$ cat config.mk
export PLATFORM = sky130hd
export DESIGN_NAME = counter_run_ctrl
export DESIGN_NICKNAME = d
export VERILOG_FILES = /design/src/rtl/counter_run_ctrl.sv
export SDC_FILE = /design/constraint.sdc
export NUM_CORES = 1
export LEC_CHECK = 0
export ABC_CLOCK_PERIOD_IN_PS = 3400
export CAP_MARGIN = 0
export CORE_MARGIN = 2
export CORE_UTILIZATION = 45
export DETAILED_ROUTE_END_ITERATION = 6
export PLACE_DENSITY = 0.78
export SETUP_SLACK_MARGIN = 0.4
export SLEW_MARGIN = 20
export SYNTH_ARGS = -nofsm -noshare
export SYNTH_HDL_FRONTEND = slang
export SYNTH_SLANG_ARGS = --single-unit
$ cat constraint.sdc
create_clock -name clk -period 3.4 [get_ports clk]
set_input_delay 0.34 -clock clk [delete_from_list [all_inputs] [get_ports clk]]
set_output_delay 0.34 -clock clk [all_outputs]
set_load 0.02 [all_outputs]
$ cat src/rtl/counter_run_ctrl.sv
// Run controller: sequences an external up-counter through `repeats` runs,
// each counting 0..target, and reports busy/done/err to the host.
module counter_run_ctrl #(
  parameter int unsigned WIDTH = 4,
  parameter int unsigned REP_W = 4
) (
  input  logic             clk,
  input  logic             reset,
  input  logic             start,
  input  logic             abort,
  input  logic             pause,
  input  logic [WIDTH-1:0] target,
  input  logic [REP_W-1:0] repeats,
  input  logic [WIDTH-1:0] count,
  output logic             cnt_en,
  output logic             cnt_clr,
  output logic             busy,
  output logic             done,
  output logic             err,
  output logic [REP_W-1:0] run_idx
);

  typedef enum logic [1:0] {IDLE, CLEAR, RUN, DONE} state_t;

  state_t             state_q, state_d;
  logic [WIDTH-1:0]   target_q, target_d;
  logic [REP_W-1:0]   repeats_q, repeats_d;
  logic [REP_W-1:0]   run_idx_q, run_idx_d;
  logic               err_q, err_d;

  always_ff @(posedge clk or negedge reset) begin
    if (!reset) begin
      state_q   <= IDLE;
      target_q  <= '0;
      repeats_q <= '0;
      run_idx_q <= '0;
      err_q     <= 1'b0;
    end else begin
      state_q   <= state_d;
      target_q  <= target_d;
      repeats_q <= repeats_d;
      run_idx_q <= run_idx_d;
      err_q     <= err_d;
    end
  end

  always_comb begin
    state_d   = state_q;
    target_d  = target_q;
    repeats_d = repeats_q;
    run_idx_d = run_idx_q;
    err_d     = 1'b0;
    cnt_en    = 1'b0;
    cnt_clr   = 1'b0;
    busy      = 1'b0;
    done      = 1'b0;

    unique case (state_q)
      IDLE: begin
        if (start && !abort) begin
          if ((target != '0) && (repeats != '0)) begin
            target_d  = target;
            repeats_d = repeats;
            run_idx_d = '0;
            state_d   = CLEAR;
          end else begin
            err_d = 1'b1;
          end
        end
      end
      CLEAR: begin
        busy = 1'b1;
        // Abort leaves the counter untouched, so the clear is suppressed too.
        if (abort) begin
          state_d = IDLE;
        end else begin
          cnt_clr = 1'b1;
          state_d = RUN;
        end
      end
      RUN: begin
        busy   = 1'b1;
        cnt_en = (count != target_q) && !pause && !abort;
        if (abort) begin
          state_d = IDLE;
        end else if (count == target_q) begin
          if (run_idx_q == repeats_q - REP_W'(1)) begin
            state_d = DONE;
          end else begin
            run_idx_d = run_idx_q + REP_W'(1);
            state_d   = CLEAR;
          end
        end
      end
      DONE: begin
        busy    = 1'b1;
        done    = !abort;
        state_d = IDLE;
      end
      default: state_d = IDLE;
    endcase
  end

  assign err     = err_q;
  assign run_idx = run_idx_q;

endmodule

### Yosys cells after proc, flatten, opt, wreduce, memory -nomap -nowiden

Index checks and enable logic that the tools add are counted.

| cells by class | value |
|---|---|
| add/sub/neg operators | 2 |
| equality and inequality tests | 12 |
| mux-type cells | 21 |
| reduce and logical (&&, ||, !) cells | 14 |

Operators with widths:

| kind | count |
|---|---|
| $mux 4 | 5 |
| $mux 2 | 6 |
| $ne 2x2->1 const B | 5 |
| $eq 4x4->1 | 2 |
| $mux 1 | 8 |
| $pmux 2 s4 | 1 |
| $pmux 4 s2 | 1 |
| $reduce_bool 4->1 | 2 |
| $reduce_and 3->1 | 2 |
| $reduce_and 6->1 | 1 |
| $add 4x1->4 const B | 1 |
| $eq 2x2->1 const B | 2 |
| $logic_and 1x1->1 | 4 |
| $ne 4x4->1 | 1 |
| $sub 4x1->4 const B | 1 |
| $ne 3x3->1 const B | 1 |
| $reduce_or 3->1 | 1 |
| $eq 2x1->1 const B | 1 |
| $logic_not 1->1 | 2 |
| $logic_not 2->1 | 1 |
| $reduce_bool 2->1 | 1 |

| word-level totals | value |
|---|---|
| flip-flop bits (word level) | 15 |
| input port bits | 17 |
| output and inout port bits | 9 |
| word-level logic and storage cells | 54 |

### Depth between registers and ports, before layout

Gate-level depths: netlist (run 1).

| depth | value |
|---|---|
| depth in word-level cells | 6 |
| gate-level depth with buffers | 7 |
| depth with buffers taken out | 7 |

### Worst setup path after synthesis (run 1)

No wires, ideal clock.

| path | value |
|---|---|
| path kind | register -> register |
| start | register state_q[1] |
| end | register run_idx_q[0] (netlist: run_idx[0]) |
| arrival time | 1.850 ns |
| required time | 3.275 ns |
| slack | 1.424 ns |
| cell stages (with the launch flop) | 6 |
| clock period less this slack | 1.976 ns |
| path through | dfrtp_1 -> or4b_4 -> nor3_2 -> o21ba_2 -> or2_4 -> mux2_4 |

| between the ends | value |
|---|---|
| cells in the longest elaborated chain, start to end | 3 |
| elaborated cells between the ends (all ways) | 10 |

RTL lines:

| what | line | source |
|---|---|---|
| from (decl) | 25 | `state_t state_q, state_d;` |
| from (signal assigned) | 39 | `state_q <= state_d;` |
| $eq 2x2->1 / $logic_not 2->1 (equally long branches) | 58 | `unique case (state_q)` |
| $ne 2x2->1 (no source line) / $reduce_bool 2->1 (equally long branches) | -- |  |
| $reduce_and 6->1 (no source line) | -- |  |
| to (signal assigned) | 42 | `run_idx_q <= run_idx_d;` |
| to (decl) | 28 | `logic [REP_W-1:0] run_idx_q, run_idx_d;` |

Several ways; a longest one is shown, not always the timed one.
A chain may end at the register's enable or synchronous reset.

### Worst setup path in the final report (run 1)

| path | value |
|---|---|
| start | register state_q[1] |
| end | output cnt_en |

| between the ends | value |
|---|---|
| cells in the longest elaborated chain, start to end | 2 |

RTL lines:

| what | line | source |
|---|---|---|
| $eq 2x2->1 | 58 |  |
| $mux 1 | 58 |  |
| to (decl) | 15 | `output logic cnt_en,` |

No other way between the ends.

==> impl_metrics.json, run 1 <==
{
  "setup-tns-final_ps": 0,
  "grt_max_degree": 16,
  "cts_buffers": 3,
  "use_met1_pct": 20.9,
  "cts_tree": "built",
  "start_kind": "register",
  "htreeDepth": 1,
  "ys_seq_elements": 15,
  "postCtsResizedCells": 0,
  "grt_pass1_vias": 601,
  "hold_viol_final": 0,
  "finalPower_w": 0.000508,
  "cp_max_fo": 7,
  "fin_crit_ps": 2370,
  "relSlewSlack_pct": 54.9,
  "critPathTopFamily": "simple AND/OR/NAND/NOR gates",
  "hpwlAfterDp_um": 1270,
  "initial_core_util_pct": 48.3,
  "drive_gt1_share_pct": 14.0,
  "r2r_start": "state_q[1]$_DFFE_PN0P_",
  "vias": 676,
  "rsz0062_at_grt": "false",
  "path_cells": "nor2b_1, nand2b_1, nor3b_1, clkdlybuf4s50_1",
  "maxSlewViolCount": 0,
  "clk_pin_slew_ps": 90,
  "drv_cap": 0,
  "vias_per_cell": 5.12,
  "fp-row-count": 15,
  "syn_nets": 97,
  "coreArea_mm2": 0.00173,
  "worstMarginPinSlew_ps": 674,
  "fmax_mhz": 423,
  "grt_overflow": 0,
  "ctsLongestPathBuffers": 2,
  "grt_pass1_wl_um": 2530,
  "final_common_cell": "clkdlybuf4s50_1",
  "synthesis.instances": 78,
  "grt_busiest_layer": "met2",
  "io_pins": 26,
  "ys_warn_count": 0,
  "ys_seq_area_share_pct": 45.0,
  "rr_endpoint": "run_idx[0]$_DFFE_PN0P_",
  "worst-path-buf-inv": 1,
  "clock_latency_ps": 280,
  "slowest_stage": "clkdlybuf4s50_1",
  "power_leakage_nw": 0.472,
  "drc_errors": 0,
  "r2r_slack_ps": 1150,
  "setup_viol_count_final": 0,
  "layout_common_cells": "clkdlybuf4s50_1 (25), dfrtp_1 (15), xnor2_1 (8)",
  "grt_use_met2_pct": 27.4,
  "setup.worst_path.class": "register to primary output",
  "port_buffers": 25,
  "dieArea_mm2": 0.00222,
  "fin_area_mm2": 0.00114,
  "netlist_top_cells_area": "dfrtp_1 (45%), xnor2_1 (8.4%), mux2_2 (8.1%)",
  "synth_cell_types": 29,
  "cp.required_ps": 3060,
  "hold_buffers": 0,
  "cts_sinks": 15,
  "power.density_mw_per_mm2": 444,
  "totalWireLength_um": 1590,
  "antenna_found_initial": 0,
  "crit_arrival_ps": 2030,
  "diodes": 0,
  "syn-cell-area_um2": 835,
  "placed_cell_area_mm2": 0.00112,
  "syn_to_final_growth_pct": 37.2,
  "pre_cts_slack_ps": 826,
  "netlist.area_leader.share_pct": 45.0,
  "setup_ws_ps": 1030,
  "drtIter0Drc": 11,
  "die_h_um": 47.1,
  "drt-pass1-iter-count": 4,
  "endpoint_kind": "primary output",
  "grt_util_met3_pct": 4.62,
  "gp_congestion": 0.804,
  "yosysTopAreaCell": "dfrtp_1",
  "wire_per_inst_um": 12.0,
  "track_usage_pct": 16.7,
  "skew_ps": 7.74,
  "hold_class": "input pin to async pin",
  "slowest_delay_ps": 640,
  "antenna_left": 0,
  "root_buffer": "clkbuf_4",
  "num-nets-final": 127,
  "die_width_um": 47.1,
  "synth.avg_cell_area_um2": 10.7,
  "post_cts_buffers": 0,
  "reg2regPathDepth": 6,
  "status": "complete, no violations",
  "hold_ws_ps": 462,
  "period_share_pct": 69.6,
  "ir_drop_mv": 0.265
}
## per-layer routing
layer  vias up  wire (um)
li1        334          -
met1       315        759
met2        27        748
met3         0         82
met4         0          0
met5         -          0
## sequential cells by signal, indices dropped and copies added (netlist names)
register / count
state_q: 2
err: 1
target_q: 4
run_idx: 4
repeats_q: 4
## final cells by class
| type | instances | area [um2] |
|---|---|---|
| multi-input combinational | 58 | 439 |
| clock buffer | 4 | 26.3 |
| timing repair buffer | 26 | 258 |
| fill | 145 | 582 |
| sequential | 15 | 375 |
| tap | 25 | 31.3 |
| inverter | 4 | 15.0 |
## where the power goes
group	total, W	switching [W]	leakage [nW]	internal [W]
registers	0.000240	0.0000306	0.191	0.000210
clock network	0.0000994	0.0000540	0.0150	0.0000455
logic	0.000168	0.0000695	0.266	0.0000984
## cell usage after synthesis
cell and n:
a22o_1 1, a311oi_1 1, and3_1 1, and3b_1 1, buf_2 1, dfrtp_1 15, ha_1 2, inv_1 4
mux2_2 6, mux2_4 1, nand2_1 3, nand2b_1 5, nand3_1 3, nand4_1 1, nor2_1 4, nor2b_1 1
nor3_1 2, nor3_2 1, nor3b_1 2, nor4_1 2, o211ai_1 1, o21ai_0 5, o21ba_2 1, o31ai_1 1
or2_4 1, or3_1 1, or4b_4 1, xnor2_1 8, xor2_1 2
## logic make-up (layout without fill, tap and decap cells)
kind of cell    Yosys count  in the layout  synth area share, %
simple gates             29             29                 21.1
fa+ha+maj                 2              2                 3.00
mux                       7              7                 9.89
xor+xnor                 10             10                 10.5
flops                    15             15                 45.0
buf+inv                   5             34                 2.40
compound gates           10             10                 8.10
## worst max-delay path by stage
stage                     slack, ps                      to                    from  cells after the start
after floorplan                1420  run_idx[0]$_DFFE_PN0P_  state_q[1]$_DFFE_PN0P_                      5
after global placement          860  run_idx[0]$_DFFE_PN0P_                   abort                      7
after detailed placement        830  run_idx[0]$_DFFE_PN0P_                   abort                      7
after CTS                      1010                  cnt_en  state_q[1]$_DFFE_PN0P_                      4
after global routing            820                  cnt_en  state_q[1]$_DFFE_PN0P_                      4
final                          1030                  cnt_en  state_q[1]$_DFFE_PN0P_                      4
## metrics by stage
stage / utilization [%] / cells
after CTS: 66.3 / 132
after detailed placement: 64.8 / 128
after global routing: 66.3 / 132
after floorplan: - / 78
after global placement: 64.8 / 128
final: 66.3 / 132
(Power assumes the default switching activity.)
==> run 2: changes to the inputs <==
--- a/config.mk
+++ b/config.mk
@@ -5,7 +5,7 @@
 export SDC_FILE = /design/constraint.sdc
 export NUM_CORES = 1
 export LEC_CHECK = 0
-export ABC_CLOCK_PERIOD_IN_PS = 3400
+export ABC_CLOCK_PERIOD_IN_PS = 2400
 export CAP_MARGIN = 0
 export CORE_MARGIN = 2
 export CORE_UTILIZATION = 45
==> constraint.sdc (replaced) <==
create_clock -name clk -period 2.4 [get_ports clk]
set_input_delay 0.24 -clock clk [delete_from_list [all_inputs] [get_ports clk]]
set_output_delay 0.24 -clock clk [all_outputs]
set_load 0.02 [all_outputs]
==> impl_metrics.json, run 2 (synthesized netlist as in run 1, its figures left out) <==
{
  "grt_pass1_wl_um": 2880,
  "coreArea_mm2": 0.00173,
  "relSlewSlack_pct": 54.0,
  "ir_drop_mv": 0.421,
  "totalWireLength_um": 1790,
  "period_share_pct": 80.5,
  "nFillCells": 137,
  "r2r_start": "state_q[0]$_DFFE_PN0P_",
  "grt_use_met2_pct": 30.1,
  "setup.worst_path.class": "register to register",
  "crit_arrival_ps": 2100,
  "cts_sinks": 15,
  "status": "complete, no violations",
  "cp_max_fo": 5,
  "maxSlewViolCount": 0,
  "vias_per_cell": 5.32,
  "root_buffer": "clkbuf_4",
  "use_met1_pct": 24.1,
  "hold_viol_final": 0,
  "grt_pass1_vias": 706,
  "wire_per_inst_um": 13.2,
  "htreeDepth": 1,
  "fin_crit_ps": 1930,
  "ctsLongestPathBuffers": 2,
  "clk_pin_slew_ps": 90,
  "hold_ws_ps": 357,
  "initial_core_util_pct": 48.3,
  "syn_to_final_growth_pct": 45.0,
  "power.density_mw_per_mm2": 620,
  "vias": 724,
  "antenna_left": 0,
  "hold_buffers": 0,
  "seq_area_um2": 377,
  "drc_errors": 0,
  "diodes": 0,
  "worstMarginPinSlew_ps": 684,
  "clock_latency_ps": 280,
  "track_usage_pct": 18.8,
  "hpwlAfterDp_um": 1380,
  "start_kind": "register",
  "io_pins": 26,
  "skew_ps": 3.33,
  "final_common_cell": "clkdlybuf4s50_1",
  "crit_start": "state_q[0]$_DFFE_PN0P_",
  "pre_cts_slack_ps": 136,
  "dieArea_mm2": 0.00222,
  "fmax_mhz": 518,
  "drv_cap": 0,
  "drtIter0Drc": 11,
  "setup-tns-final_ps": 0,
  "grt_busiest_layer": "met2",
  "rsz0062_at_grt": "false",
  "cp.required_ps": 2570,
  "gp_congestion": 0.789,
  "layout_common_cells": "clkdlybuf4s50_1 (24), dfrtp_1 (14), xnor2_1 (7)",
  "drive_gt1_share_pct": 22.5,
  "antenna_found_initial": 0,
  "instances_no_fill": 136,
  "setup_ws_ps": 468,
  "fp-row-count": 15,
  "dp.cells": 129,
  "cts_tree": "built",
  "port_buffers": 25,
  "grt_util_met3_pct": 3.46,
  "multi_input_area_um2": 473,
  "die_width_um": 47.1,
  "setup_viol_count_final": 0,
  "endpoint_kind": "register",
  "power_leakage_nw": 0.508,
  "num-nets-final": 131,
  "die_h_um": 47.1,
  "cts_buffers": 3,
  "hold_class": "input pin to async pin",
  "grt_overflow": 0,
  "grt_max_degree": 16,
  "drt-pass1-iter-count": 4
}
run 2: per-stage QoR:
step	util (%)	area, um2	power, W
2_1_floorplan	-	835	0.000497
3_3_place_gp	65.2	1130	0.000578
3_5_place_dp	65.2	1130	0.000586
4_1_cts	67.8	1170	0.000732
5_1_grt	70.1	1210	0.000801
6_report	70.1	1210	0.000750
run 2: timing repair:
action,4_1_cts,5_1_grt
pin swaps,1,0
buffers inserted,2,1
endpoints found under the setup margin,3,1
resized for setup,3,5
hold endpoints to repair,0,0
run 2: critical path, cell delays in order (launching register included):
cell and delay, ps:
dfrtp_2 420, or4b_4 540, nor3_4 140, o21ba_4 190, or2_4 250, mux2_4 290
run 2: cell type report:
cell class                      count  area share, %
Clock buffer                        3           1.86
Clock inverter                      1          0.414
Inverter                            4           1.24
Multi-Input combinational cell     58           39.1
Sequential cell                    15           31.1
Tap cell                           25           2.59
Timing Repair Buffer               30           23.7
run 2: where the power goes:
part           internal [W]  switching [W]
Sequential         0.000297      0.0000388
Combinational      0.000157       0.000113
Clock             0.0000617      0.0000821
Total              0.000516       0.000234
run 2: metal layers:
layer  share of wire [%]  wire (um)
met4                 1.9         34
met1                  45        797
met3                 4.3         77
met2                  49        878
met5                   0          0
run 2: worst paths after layout:
| check | depth (start not counted) | slack [ps] | endpoint |
|---|---|---|---|
| setup reg to reg | 5 | 470 | run_idx[0]$_DFFE_PN0P_ |
| hold / removal | 1 | 360 | run_idx[0]$_DFFE_PN0P_ |
| max in group asynchronous | 1 | 1580 | state_q[0]$_DFFE_PN0P_ |
| hold reg to reg | 1 | 530 | target_q[0]$_DFFE_PN0P_ |
| setup / recovery | 5 | 470 | run_idx[0]$_DFFE_PN0P_ |
| min in group clk | 1 | 530 | target_q[0]$_DFFE_PN0P_ |
==> run 3: changes to the inputs <==
--- a/config.mk
+++ b/config.mk
@@ -5,7 +5,7 @@
 export SDC_FILE = /design/constraint.sdc
 export NUM_CORES = 1
 export LEC_CHECK = 0
-export ABC_CLOCK_PERIOD_IN_PS = 2400
+export ABC_CLOCK_PERIOD_IN_PS = 1800
 export CAP_MARGIN = 0
 export CORE_MARGIN = 2
 export CORE_UTILIZATION = 45
==> constraint.sdc (replaced) <==
create_clock -name clk -period 1.8 [get_ports clk]
set_input_delay 0.18 -clock clk [delete_from_list [all_inputs] [get_ports clk]]
set_output_delay 0.18 -clock clk [all_outputs]
set_load 0.02 [all_outputs]
==> impl_metrics.json, run 3 (synthesized netlist as in run 1, its figures left out) <==
{
  "period_share_pct": 105,
  "grt_max_degree": 16,
  "setup_ws_ps": -94.7,
  "power.density_mw_per_mm2": 808,
  "crit_arrival_ps": 2070,
  "initial_core_util_pct": 48.3,
  "fmax_mhz": 528,
  "hpwlAfterDp_um": 1360,
  "final_common_cell": "clkdlybuf4s50_1",
  "dp.cells": 137,
  "finalPower_w": 0.00106,
  "coreArea_mm2": 0.00173,
  "vias": 726,
  "wire_per_inst_um": 13.2,
  "rsz0062_at_grt": "true",
  "drive_gt1_share_pct": 41.9,
  "cts_sinks": 15,
  "clk_pin_slew_ps": 100,
  "layout_common_cells": "clkdlybuf4s50_1 (16), dfrtp_1 (15), buf_4 (13)",
  "critPathTopFamily": "simple AND/OR/NAND/NOR gates",
  "seq_area_um2": 375,
  "violations": "negative setup slack",
  "multi_input_area_um2": 549,
  "antenna_left": 0,
  "setup_viol_count_final": 4,
  "clock_latency_ps": 290,
  "die_width_um": 47.1,
  "drtIter0Drc": 7,
  "endpoint_kind": "register",
  "antenna_found_initial": 0,
  "start_kind": "register",
  "ir_drop_mv": 0.579,
  "gp_congestion": 0.765,
  "hold_viol_final": 0,
  "hold_ws_ps": 198,
  "nFillCells": 122,
  "grt_pass1_vias": 703,
  "track_usage_pct": 19.5,
  "relSlewSlack_pct": 83.9,
  "cp_max_fo": 3,
  "drt-pass1-iter-count": 6,
  "hold_class": "input pin to async pin",
  "slowest_stage": "or4b_4",
  "die_h_um": 47.1,
  "skew_ps": 12.3,
  "dieArea_mm2": 0.00222,
  "num-nets-final": 137,
  "htreeDepth": 1,
  "pre_cts_slack_ps": -336,
  "maxSlewViolCount": 0,
  "cts_buffers": 3,
  "worst-path-buf-inv": 0,
  "vias_per_cell": 5.11,
  "slowest_delay_ps": 540,
  "totalWireLength_um": 1870,
  "drc_errors": 0,
  "setup.worst_path.class": "register to register",
  "instances_no_fill": 142,
  "fin_crit_ps": 1890,
  "path_cells": "or4b_4, nor3_4, o21ba_4, or2_4, mux2_4",
  "final_core_util_pct": 75.9,
  "cts_tree": "built",
  "grt_overflow": 0,
  "ctsLongestPathBuffers": 2,
  "io_pins": 26,
  "power_leakage_nw": 0.589,
  "syn_to_final_growth_pct": 57.0,
  "worstMarginPinSlew_ps": 240,
  "grt_pass1_wl_um": 2970,
  "diodes": 0,
  "root_buffer": "clkbuf_4",
  "fp-row-count": 15,
  "cp.required_ps": 1970,
  "drv_cap": 0,
  "status": "finished with violations",
  "port_buffers": 25
}
## run 3: cell types whose count changed in the layout (fill, tap and decap cells not counted), sizes merged
cell           previous run  this run
buf                       5        15
dlygate4sd2               1         5
clkdlybuf4s50            24        16
## run 3: power by group
group / internal, W / switching, W
registers: 0.000396 / 0.0000555
logic: 0.000234 / 0.000174
clock network: 0.0000827 / 0.000117
## run 3: per-stage QoR
step	area (um2)	setup TNS, ps
finish	1310	-189
CTS	1240	-149
floorplan	846	-72.1
global route	1310	-416
global placement	1200	-2030
detailed placement	1200	-2110
## run 3: worst reg2reg max path, cell delays in order (launching register included)
cell,delay [ps]
dfrtp_1,390
or4b_4,540
nor3_4,130
o21ba_4,170
or2_4,240
mux2_4,290
## run 3: worst paths after layout
| kind | startpoint | end | slack [ps] | cells after the start |
|---|---|---|---|---|
| min | reset | target_q[1]$_DFFE_PN0P_ | 200 | 2 |
| max in group asynchronous | reset | run_idx[1]$_DFFE_PN0P_ | 1410 | 2 |
| max | state_q[0]$_DFFE_PN0P_ | run_idx[0]$_DFFE_PN0P_ | -90 | 5 |
| min in group clk | repeats[1] | repeats_q[1]$_DFFE_PN0P_ | 490 | 3 |
| min reg2reg | target_q[0]$_DFFE_PN0P_ | target_q[0]$_DFFE_PN0P_ | 540 | 1 |
| max reg2reg | state_q[0]$_DFFE_PN0P_ | run_idx[0]$_DFFE_PN0P_ | -90 | 5 |
## run 3: area by class of cell
| type | count | area share, % |
|---|---|---|
| multi-input combinational | 58 | 41.9 |
| sequential | 15 | 28.7 |
| timing repair buffer | 36 | 23.8 |
| tap | 25 | 2.39 |
| clock buffer | 3 | 1.72 |
| inverter | 4 | 1.15 |
| clock inverter | 1 | 0.382 |
## run 3: repair_timing
item | CTS | global route
hold buffers | 0 | 0
pin swaps | 4 | 7
gates resized for setup | 32 | 15
setup buffers | 1 | 0
setup endpoints to repair | 23 | 16
endpoints found under the hold margin | 0 | 0
## run 3: layer usage
layer  wire length, um  track usage (%)  vias up
met4                19             10.6        0
met3                51             3.08        2
met2               922             31.5       21
li1                  -                -      355
met1               876             25.1      348
met5                 0                0        -
